<file path="src/rtl/dram_arbiter_if.sv">
// dram_arbiter_if: requester and DRAM command/response signals shared by the arbiter and its users.
interface dram_arbiter_if #(
    parameter int NUM_MASTERS = 3,
    parameter int ADDR_WIDTH  = 32,
    parameter int DATA_WIDTH  = 32
);
    logic [NUM_MASTERS-1:0]                 i_req, i_we, o_gnt, o_rvalid;
    logic [NUM_MASTERS-1:0][ADDR_WIDTH-1:0] i_addr;
    logic [NUM_MASTERS-1:0][DATA_WIDTH-1:0] i_wdata;
    logic [DATA_WIDTH-1:0]                  o_rdata, o_dram_wdata, i_dram_rdata;
    logic [ADDR_WIDTH-1:0]                  o_dram_addr;
    logic                                   o_busy, o_dram_req, o_dram_we, i_dram_ready;
    modport slave (
        input  i_req, i_we, i_addr, i_wdata, i_dram_ready, i_dram_rdata,
        output o_gnt, o_rvalid, o_rdata, o_busy, o_dram_req, o_dram_we, o_dram_addr, o_dram_wdata
    );
    modport master (
        output i_req, i_we, i_addr, i_wdata, i_dram_ready, i_dram_rdata,
        input  o_gnt, o_rvalid, o_rdata, o_busy, o_dram_req, o_dram_we, o_dram_addr, o_dram_wdata
    );
endinterface

</file>
<file path="src/rtl/dram_arbiter.sv">
// dram_arbiter: round-robin arbiter giving several requesters single-outstanding access to one DRAM port.
module dram_arbiter #(
    parameter int NUM_MASTERS = 3,
    parameter int ADDR_WIDTH  = 32,
    parameter int DATA_WIDTH  = 32,
    parameter int RD_LATENCY  = 2
) (
    input logic clk,
    input logic rst,
    dram_arbiter_if.slave bus
);
    localparam int PW = NUM_MASTERS > 1 ? $clog2(NUM_MASTERS) : 1;
    localparam logic [PW:0] NM = (PW+1)'(NUM_MASTERS);
    localparam logic [PW-1:0] LAST = PW'(NUM_MASTERS - 1);
    localparam logic [3:0] LAT = 4'(RD_LATENCY);
    localparam logic [NUM_MASTERS-1:0] ONE = NUM_MASTERS'(1);

    typedef enum logic [1:0] {IDLE, ISSUE, WAIT_RD} state_t;

    state_t                 state_q, state_d;
    logic [PW-1:0]          ptr_q, ptr_d, owner_q, owner_d, off, sel;
    logic                   we_q, we_d, issue, accept;
    logic [ADDR_WIDTH-1:0]  addr_q, addr_d;
    logic [DATA_WIDTH-1:0]  wdata_q, wdata_d, rdata_q, rdata_d;
    logic [3:0]             cnt_q, cnt_d;
    logic [NUM_MASTERS-1:0] rvalid_q, rvalid_d, rot;
    logic [PW:0]            sum;

    assign issue  = state_q == ISSUE;
    assign accept = issue && bus.i_dram_ready;

    // Rotate requests so bit 0 is the pointer position; the lowest set bit wins.
    always_comb begin
        rot = NUM_MASTERS'({bus.i_req, bus.i_req} >> ptr_q);
        off = '0;
        for (int k = NUM_MASTERS - 1; k >= 0; k--) off = rot[k] ? PW'(k) : off;
        sum = {1'b0, ptr_q} + {1'b0, off};
        sel = sum >= NM ? PW'(sum - NM) : PW'(sum);
    end

    always_comb begin
        state_d  = state_q;
        ptr_d    = ptr_q;
        owner_d  = owner_q;
        we_d     = we_q;
        addr_d   = addr_q;
        wdata_d  = wdata_q;
        cnt_d    = cnt_q;
        rdata_d  = rdata_q;
        rvalid_d = '0;
        case (state_q)
            IDLE: if (|bus.i_req) begin
                owner_d = sel;
                we_d    = bus.i_we[sel];
                addr_d  = bus.i_addr[sel];
                wdata_d = bus.i_wdata[sel];
                state_d = ISSUE;
            end
            ISSUE: if (bus.i_dram_ready) begin
                ptr_d   = owner_q == LAST ? '0 : owner_q + PW'(1);
                state_d = we_q ? IDLE : WAIT_RD;
                cnt_d   = we_q ? cnt_q : 4'd1;
            end
            WAIT_RD: if (cnt_q == LAT) begin
                rdata_d  = bus.i_dram_rdata;
                rvalid_d = ONE << owner_q;
                cnt_d    = '0;
                state_d  = IDLE;
            end else begin
                cnt_d = cnt_q + 4'd1;
            end
            default: state_d = IDLE;
        endcase
    end

    always_ff @(posedge clk) begin
        if (rst) begin
            state_q  <= IDLE;
            ptr_q    <= '0;
            owner_q  <= '0;
            we_q     <= 1'b0;
            addr_q   <= '0;
            wdata_q  <= '0;
            cnt_q    <= '0;
            rdata_q  <= '0;
            rvalid_q <= '0;
        end else begin
            state_q  <= state_d;
            ptr_q    <= ptr_d;
            owner_q  <= owner_d;
            we_q     <= we_d;
            addr_q   <= addr_d;
            wdata_q  <= wdata_d;
            cnt_q    <= cnt_d;
            rdata_q  <= rdata_d;
            rvalid_q <= rvalid_d;
        end
    end

    assign bus.o_busy       = state_q != IDLE;
    assign bus.o_dram_req   = issue;
    assign bus.o_dram_we    = issue & we_q;
    assign bus.o_dram_addr  = issue ? addr_q : '0;
    assign bus.o_dram_wdata = issue ? wdata_q : '0;
    assign bus.o_gnt        = accept ? ONE << owner_q : '0;
    assign bus.o_rvalid     = rvalid_q;
    assign bus.o_rdata      = rdata_q;
endmodule

</file>
<file path="src/flat_wrapper.sv">
// flat-port wrapper written by rule: the top's interface ports become plain ports
module dram_arbiter_flat 
#(
    parameter int NUM_MASTERS = 3,
    parameter int ADDR_WIDTH  = 32,
    parameter int DATA_WIDTH  = 32,
    parameter int RD_LATENCY  = 2
)
  (clk, rst, bus_i_req, bus_i_we, bus_i_addr, bus_i_wdata, bus_i_dram_ready, bus_i_dram_rdata, bus_o_gnt, bus_o_rvalid, bus_o_rdata, bus_o_busy, bus_o_dram_req, bus_o_dram_we, bus_o_dram_addr, bus_o_dram_wdata);
  dram_arbiter_if #(.NUM_MASTERS(NUM_MASTERS), .ADDR_WIDTH(ADDR_WIDTH), .DATA_WIDTH(DATA_WIDTH)) bus_i ();
  input logic clk;
  input logic rst;
  input wire logic [$bits(bus_i.i_req)-1:0] bus_i_req;
  input wire logic [$bits(bus_i.i_we)-1:0] bus_i_we;
  input wire logic [$bits(bus_i.i_addr)-1:0] bus_i_addr;
  input wire logic [$bits(bus_i.i_wdata)-1:0] bus_i_wdata;
  input wire logic [$bits(bus_i.i_dram_ready)-1:0] bus_i_dram_ready;
  input wire logic [$bits(bus_i.i_dram_rdata)-1:0] bus_i_dram_rdata;
  output wire logic [$bits(bus_i.o_gnt)-1:0] bus_o_gnt;
  output wire logic [$bits(bus_i.o_rvalid)-1:0] bus_o_rvalid;
  output wire logic [$bits(bus_i.o_rdata)-1:0] bus_o_rdata;
  output wire logic [$bits(bus_i.o_busy)-1:0] bus_o_busy;
  output wire logic [$bits(bus_i.o_dram_req)-1:0] bus_o_dram_req;
  output wire logic [$bits(bus_i.o_dram_we)-1:0] bus_o_dram_we;
  output wire logic [$bits(bus_i.o_dram_addr)-1:0] bus_o_dram_addr;
  output wire logic [$bits(bus_i.o_dram_wdata)-1:0] bus_o_dram_wdata;
  assign bus_i.i_req = bus_i_req;
  assign bus_i.i_we = bus_i_we;
  assign bus_i.i_addr = bus_i_addr;
  assign bus_i.i_wdata = bus_i_wdata;
  assign bus_i.i_dram_ready = bus_i_dram_ready;
  assign bus_i.i_dram_rdata = bus_i_dram_rdata;
  assign bus_o_gnt = bus_i.o_gnt;
  assign bus_o_rvalid = bus_i.o_rvalid;
  assign bus_o_rdata = bus_i.o_rdata;
  assign bus_o_busy = bus_i.o_busy;
  assign bus_o_dram_req = bus_i.o_dram_req;
  assign bus_o_dram_we = bus_i.o_dram_we;
  assign bus_o_dram_addr = bus_i.o_dram_addr;
  assign bus_o_dram_wdata = bus_i.o_dram_wdata;
  dram_arbiter #(.NUM_MASTERS(NUM_MASTERS), .ADDR_WIDTH(ADDR_WIDTH), .DATA_WIDTH(DATA_WIDTH), .RD_LATENCY(RD_LATENCY)) u_core (.clk(clk), .rst(rst), .bus(bus_i));
endmodule
</file>
<file path="config.mk">
export PLATFORM = sky130hd
export DESIGN_NAME = dram_arbiter_flat
export DESIGN_NICKNAME = d
export VERILOG_FILES = /design/src/rtl/dram_arbiter_if.sv /design/src/rtl/dram_arbiter.sv /design/src/flat_wrapper.sv
export SDC_FILE = /design/constraint.sdc
export NUM_CORES = 1
export LEC_CHECK = 0
export CELL_PAD_IN_SITES_DETAIL_PLACEMENT = 1
export CELL_PAD_IN_SITES_GLOBAL_PLACEMENT = 1
export CORE_ASPECT_RATIO = 1.2
export CORE_MARGIN = 4
export CORE_UTILIZATION = 28
export DETAILED_ROUTE_END_ITERATION = 6
export PLACE_DENSITY = 0.87
export SKIP_CTS_REPAIR_TIMING = 1
export SYNTH_ARGS = -nofsm -noshare
export SYNTH_HDL_FRONTEND = slang
export SYNTH_SLANG_ARGS = --single-unit
</file>
<file path="constraint.sdc">
create_clock -name clk -period 4.6 [get_ports clk]
set_clock_uncertainty 0.15 [all_clocks]
set_input_delay 0.92 -clock clk [delete_from_list [all_inputs] [get_ports clk]]
set_output_delay 0.92 -clock clk [all_outputs]
set_load 0.01 [all_outputs]
</file>
# Yosys cells after proc, flatten, opt, wreduce, memory -nomap -nowiden
# Cells that the tools add are included.
word_totals:
  reg_bits: 110
  out_inout_bits: 105
  wordCells: 62
op_classes:
  addsub: 4
  order_cmp: 2
  eq_ne: 8
  shifts: 2
  muxes: 23
  n_bitwise: 3
  n_reduce_logical: 11
op_table:
  columns: ["operator", "count"]
  rows:
  - ["32-bit binary-select mux with 2-bit select", 2]
  - ["32-bit 2-to-1 mux", 4]
  - ["2-bit 2-to-1 mux", 9]
  - ["4-bit 2-to-1 mux", 3]
  - ["4-bit case mux with 2 select lines", 1]
  - ["2-bit case mux with 3 select lines", 1]
  - ["2-bit AND reduction", 3]
  - ["3-bit AND reduction", 2]
  - ["3-bit OR reduction", 2]
  - ["6-bit by 2-bit >> shifter with 3-bit output", 1]
  - ["4-bit by 1-bit adder with 4-bit output, second input constant", 1]
  - ["2-bit equality test, second input constant", 2]
  - ["4-bit by 2-bit equality test with 1-bit output, second input constant", 1]
  - ["2-bit by 1-bit inequality test with 1-bit output, second input constant", 2]
  - ["2-bit inequality test, second input constant", 2]
  - ["2-bit nonzero test", 2]
  - ["2-bit by 2-bit adder with 3-bit output", 1]
  - ["3-bit by 2-bit >= comparator with 1-bit output, second input constant", 1]
  - ["2-bit by 3-bit < comparator with 1-bit output, second input constant", 1]
  - ["3-bit 2-to-1 mux", 1]
  - ["1-bit by 2-bit << shifter with 3-bit output, first input constant", 1]
  - ["2-bit by 1-bit adder with 2-bit output, second input constant", 1]
  - ["1-bit binary-select mux with 2-bit select", 1]
  - ["2-bit by 1-bit equality test with 1-bit output, second input constant", 1]
  - ["other kinds (6)", 7]

# Depth between registers and ports, before layout
depth:
  ltp_word: 9
  ltp_mapped: 13
  depth_no_buf: 11

# Worst setup path before layout
# No wires, ideal clock.
synth_path:
  kind: "input to register"
  start: "in bus_i_req[0]"
  end: "reg u_core.addr_q[27]"
  setup_time_ps: 138
  t_arrival_ps: 3600
  required_ps: 4312
  path_slack_ps: 711
  path_stages: 12
  path_buffers: 2
  cell_sequence: "nand2b_1 > mux2_2 > a21oi_1 > ha_1 > fa_1 > ha_1 > buf_2 > buf_2 > mux2i_1 > nor2_1 > a2111oi_1 > nor3_2"
synth_via:
  elab_chain_len: 9
synth_lines:
  columns: ["element", "line", "text"]
  rows:
  - ["start: declaration", "flat_wrapper.sv:13", "input wire logic [$bits(bus_i.i_req)-1:0] bus_i_req;"]
  - ["6-bit by 2-bit >> shifter with 3-bit output", "dram_arbiter.sv:34", "rot = NUM_MASTERS'({bus.i_req, bus.i_req} >> ptr_q);"]
  - ["2-bit 2-to-1 mux (3 in series)", "dram_arbiter.sv:36", "for (int k = NUM_MASTERS - 1; k >= 0; k--) off = rot[k] ? PW'(k) : off;"]
  - ["2-bit by 2-bit adder with 3-bit output", "dram_arbiter.sv:37", "sum = {1'b0, ptr_q} + {1'b0, off};"]
  - ["3-bit by 2-bit >= comparator with 1-bit output / 2-bit subtractor (equally long branches)", "dram_arbiter.sv:38", "sel = sum >= NM ? PW'(sum - NM) : PW'(sum);"]
  - ["2-bit 2-to-1 mux", "dram_arbiter.sv:38", null]
  - ["32-bit binary-select mux with 2-bit select", "dram_arbiter.sv:55", "addr_d = bus.i_addr[sel];"]
  - ["32-bit 2-to-1 mux (implied by the code)", "dram_arbiter.sv:55", null]
  - ["end signal: assignment", "dram_arbiter.sv:92", "addr_q <= addr_d;"]
  - ["end: declaration", "dram_arbiter.sv:23", "logic [ADDR_WIDTH-1:0] addr_q, addr_d;"]
# Parallel ways exist; a longest one is shown, timed or not. The select of a mux whose other input is x is not followed.
# A chain may end at the register's enable or synchronous reset.

# Final worst setup path
layout_path:
  start: "in bus_i_req[1]"
  end: "reg u_core.addr_q[14]"
# The elaborated chain is that of the path after synthesis.

==> impl_metrics.ini <==
[floorplan]
die-height_um = 175
floorplan.die_area_um2 = 25800
dieWidth_um = 147
placementRows = 60
floorplan.core_area_um2 = 22700
ports_placed_on_the_boundary = 338
start_util_pct = 28.7

[clock_network]
ctsHtreeMaxLevel = 3
clk-insertion-delay-late_ps = 350
cts_max_path_buffers = 2
clkSinkCount = 110
tritoncts_clock_tree = done
clkSlewWorstSetupHoldPaths_ps = 80
clock-root-buffer = clkbuf_16
numCtsBuffers = 9

[placed_design]
place_hpwl_um = 20800
place.gp.congestion = 0.831
portBuffers = 337
dpl_cell_area_um2 = 10300

[min_path]
min_path_type = register to register
cell_count_of_the_worst_hold_path = 2

[worst_setup_path]
cp.depth = 12
critPathCaptureType = register
setup.worst_path.start_class = input port
r2r-end = u_core.addr_q[14]
register_to_register_setup_slack_ps = 820
worstSetupEndpoint = u_core.addr_q[14]
startpoint_of_the_worst_slack_reg_to_reg_timing_path = u_core.ptr_q[0]
path_class = input port to register
critical_path_required_ps = 4680
critical_path.slowest_cell = or4b_2
worstRegToRegCells = 10
critical_path_buf_inv_count = 3
critPathLaunch = bus_i_req[1]
slowest_delay_ps = 770
critical_path.cell_chain = clkdlybuf4s50_1, nand2b_1, mux2_2, a21oi_1, ha_1, fa_1, buf_4, or4b_2, buf_12, and3_1, o211ai_1, a31oi_1
timing.critical_path.max_delay_family = simple AND/OR/NAND/NOR gates
critical_path.max_fanout = 80
worst_ep_arrival_time_ps = 4470

[yosys]
synth.ff_latch_count = 110
post_synth.cell_area_avg_um2 = 7.92
synth-warning-count = 0
netlist_area_um2 = 6520
postSynthCellCount = 823
synth.net_count = 1061
cell_variety_after_synth = 48
seq_area_frac_synth_pct = 33.8

[job]
drv.max_cap_violation_count = 0

[sta]
fin_crit_sh_pct = 95.5
final_hold_viol_count = 0
rsz0062_at_grt = false
max_slew_margin_pct = 46.5
timing.final.max_slew_violations = 0
final.min_clock_period_ps = 4390
worst-slew-pin-transition_ps = 783
timing.final.setup_violations = 0
clock.fmax_mhz = 228
hold-worst-slack_ps = 307

[global_routing]
grt_antenna_before_repair = 1
first_global_vias = 7994
gr-usage-all-layers_pct = 20.9
global_route_total_overflow = 0
wire_length_of_the_first_global_routing_pass_um = 43300
grt_start_max_net_pins = 108

[pwr]
cellPowerDensity_nw_per_um2 = 314
cell_leakage_power_nw = 3.77
power.ir.vdd_worst_uv = 149

[routing]
detail-route-antenna-nets = 0
first_pass_iters = 4
drc_violations = 0
finalWirelength_um = 28000
vias = 7424
drt-vias-per-instance = 5.15
drt_iter0_drc = 217
routed_len_inst_um = 19.4

[layout]
post_route_cells_drive_above_1_share_pct = 7.79
fin_util_pct = 46.7
layout_commonest_cell = clkdlybuf4s50_1
areaGrowthSynthToFinish_pct = 62.6
post-route-cell-area_um2 = 10600
nets = 1363
layout.cells.most_common_list = clkdlybuf4s50_1 (336), dfxtp_1 (110), nand2_1 (107)

[outcome]
status = completed
[kinds of logic after synthesis]
| logic type | Yosys count | share of synthesized area [%] |
|---|---|---|
| AOI/OAI and AO/OA | 216 | 24.5 |
| adders and majority gates | 5 | 1.08 |
| buffers and inverters | 83 | 6.36 |
| DFF | 110 | 33.8 |
| muxes | 36 | 5.57 |
| and+or+nand+nor | 373 | 28.7 |
[worst min-delay path by stage]
stage	slack (ps)	start	end
5_1_grt	330	u_core.bus.o_rdata[22]	u_core.bus.o_rdata[22]
4_1_cts	310	u_core.bus.o_rdata[22]	u_core.bus.o_rdata[22]
3_3_place_gp	290	u_core.bus.o_rdata[15]	u_core.bus.o_rdata[15]
3_5_place_dp	300	u_core.bus.o_rdata[22]	u_core.bus.o_rdata[22]
2_1_floorplan	290	u_core.addr_q[14]	u_core.addr_q[14]
6_report	310	u_core.bus.o_rdata[25]	u_core.bus.o_rdata[25]
[report_power, final]
part,switching (mW),internal (mW),leakage [nW]
registers,0.0612,1.07,0.901
clock network,0.423,0.388,0.147
logic,0.704,0.678,2.72
[cell usage after synthesis (all sizes together)]
cell type | instances | share of area (%)
nor2 | 72 | 4.2
nor2b | 3 | 0.29
fa | 1 | 0.31
nand3 | 41 | 3.1
nand2 | 107 | 6.2
nor3b | 1 | 0.12
o21bai | 1 | 0.17
a21oi | 48 | 3.7
a211oi | 9 | 1.7
a31oi | 40 | 3.8
o32ai | 1 | 0.13
ha | 4 | 0.77
nand3b | 4 | 0.46
a21boi | 40 | 4.6
inv | 3 | 0.17
or3 | 1 | 0.096
and3 | 40 | 3.8
buf | 27 | 3.1
a311oi | 2 | 0.27
nor4b | 1 | 0.13
or2 | 4 | 0.38
a22oi | 8 | 0.92
a2111oi | 18 | 3.3
and2 | 66 | 6.3
or4b | 1 | 0.15
mux2 | 2 | 0.35
o31ai | 1 | 0.33
dfxtp | 110 | 34
mux2i | 34 | 5.2
nand2b | 7 | 0.67
nor3 | 24 | 2.6
clkbuf | 53 | 3.1
a21o | 1 | 0.12
o21a | 1 | 0.12
nor4 | 1 | 0.096
o211ai | 40 | 4.6
o21ai | 5 | 0.56
a41oi | 1 | 0.13
[worst register-to-register path, cell delays in order (launching register included)]
cell      delay (ps)
dfxtp_1          490
mux2_2           380
a21oi_1          160
ha_1             190
fa_1             480
buf_4            190
or4b_2           770
buf_12           230
and3_1           300
o211ai_1         200
a31oi_1          120
[area by class of cell]
type	count	area, µm²
Tap cell	310	388
Multi-Input combinational cell	630	3930
Antenna cell	1	2.50
Clock buffer	9	225
Timing Repair Buffer	371	3760
Fill cell	2694	12100
Sequential cell	110	2200
Inverter	3	11.3
Clock inverter	7	73.8
[per-layer routing]
layer | track usage [%] | wire [µm]
met5 | 0 | 0
met4 | 9.79 | 1140
met3 | 4.15 | 1470
met2 | 38.7 | 14400
met1 | 22.8 | 11000
[metrics by stage]
step / instances / worst slack [ps] / total power [mW] / setup TNS (ps)
after global placement: 1424 / 6.84 / 2.49 / 0
final: 1441 / 208 / 3.32 / 0
after global routing: 1441 / 50.6 / 3.52 / 0
after detailed placement: 1424 / -63.6 / 2.55 / -1090
after floorplan: 823 / 711 / 1.93 / 0
after CTS: 1440 / 281 / 3.37 / 0
[registers in the layout, indices dropped and copies added, names as in the netlist]
signal,count
u_core.owner_q,2
u_core.ptr_q,2
u_core.cnt_q,4
u_core.bus.o_rvalid,3
u_core.wdata_q,32
u_core.we_q,1
u_core.bus.o_rdata,32
u_core.state_q,2
u_core.addr_q,32
No activity file was read; power rests on OpenSTA's default activity.
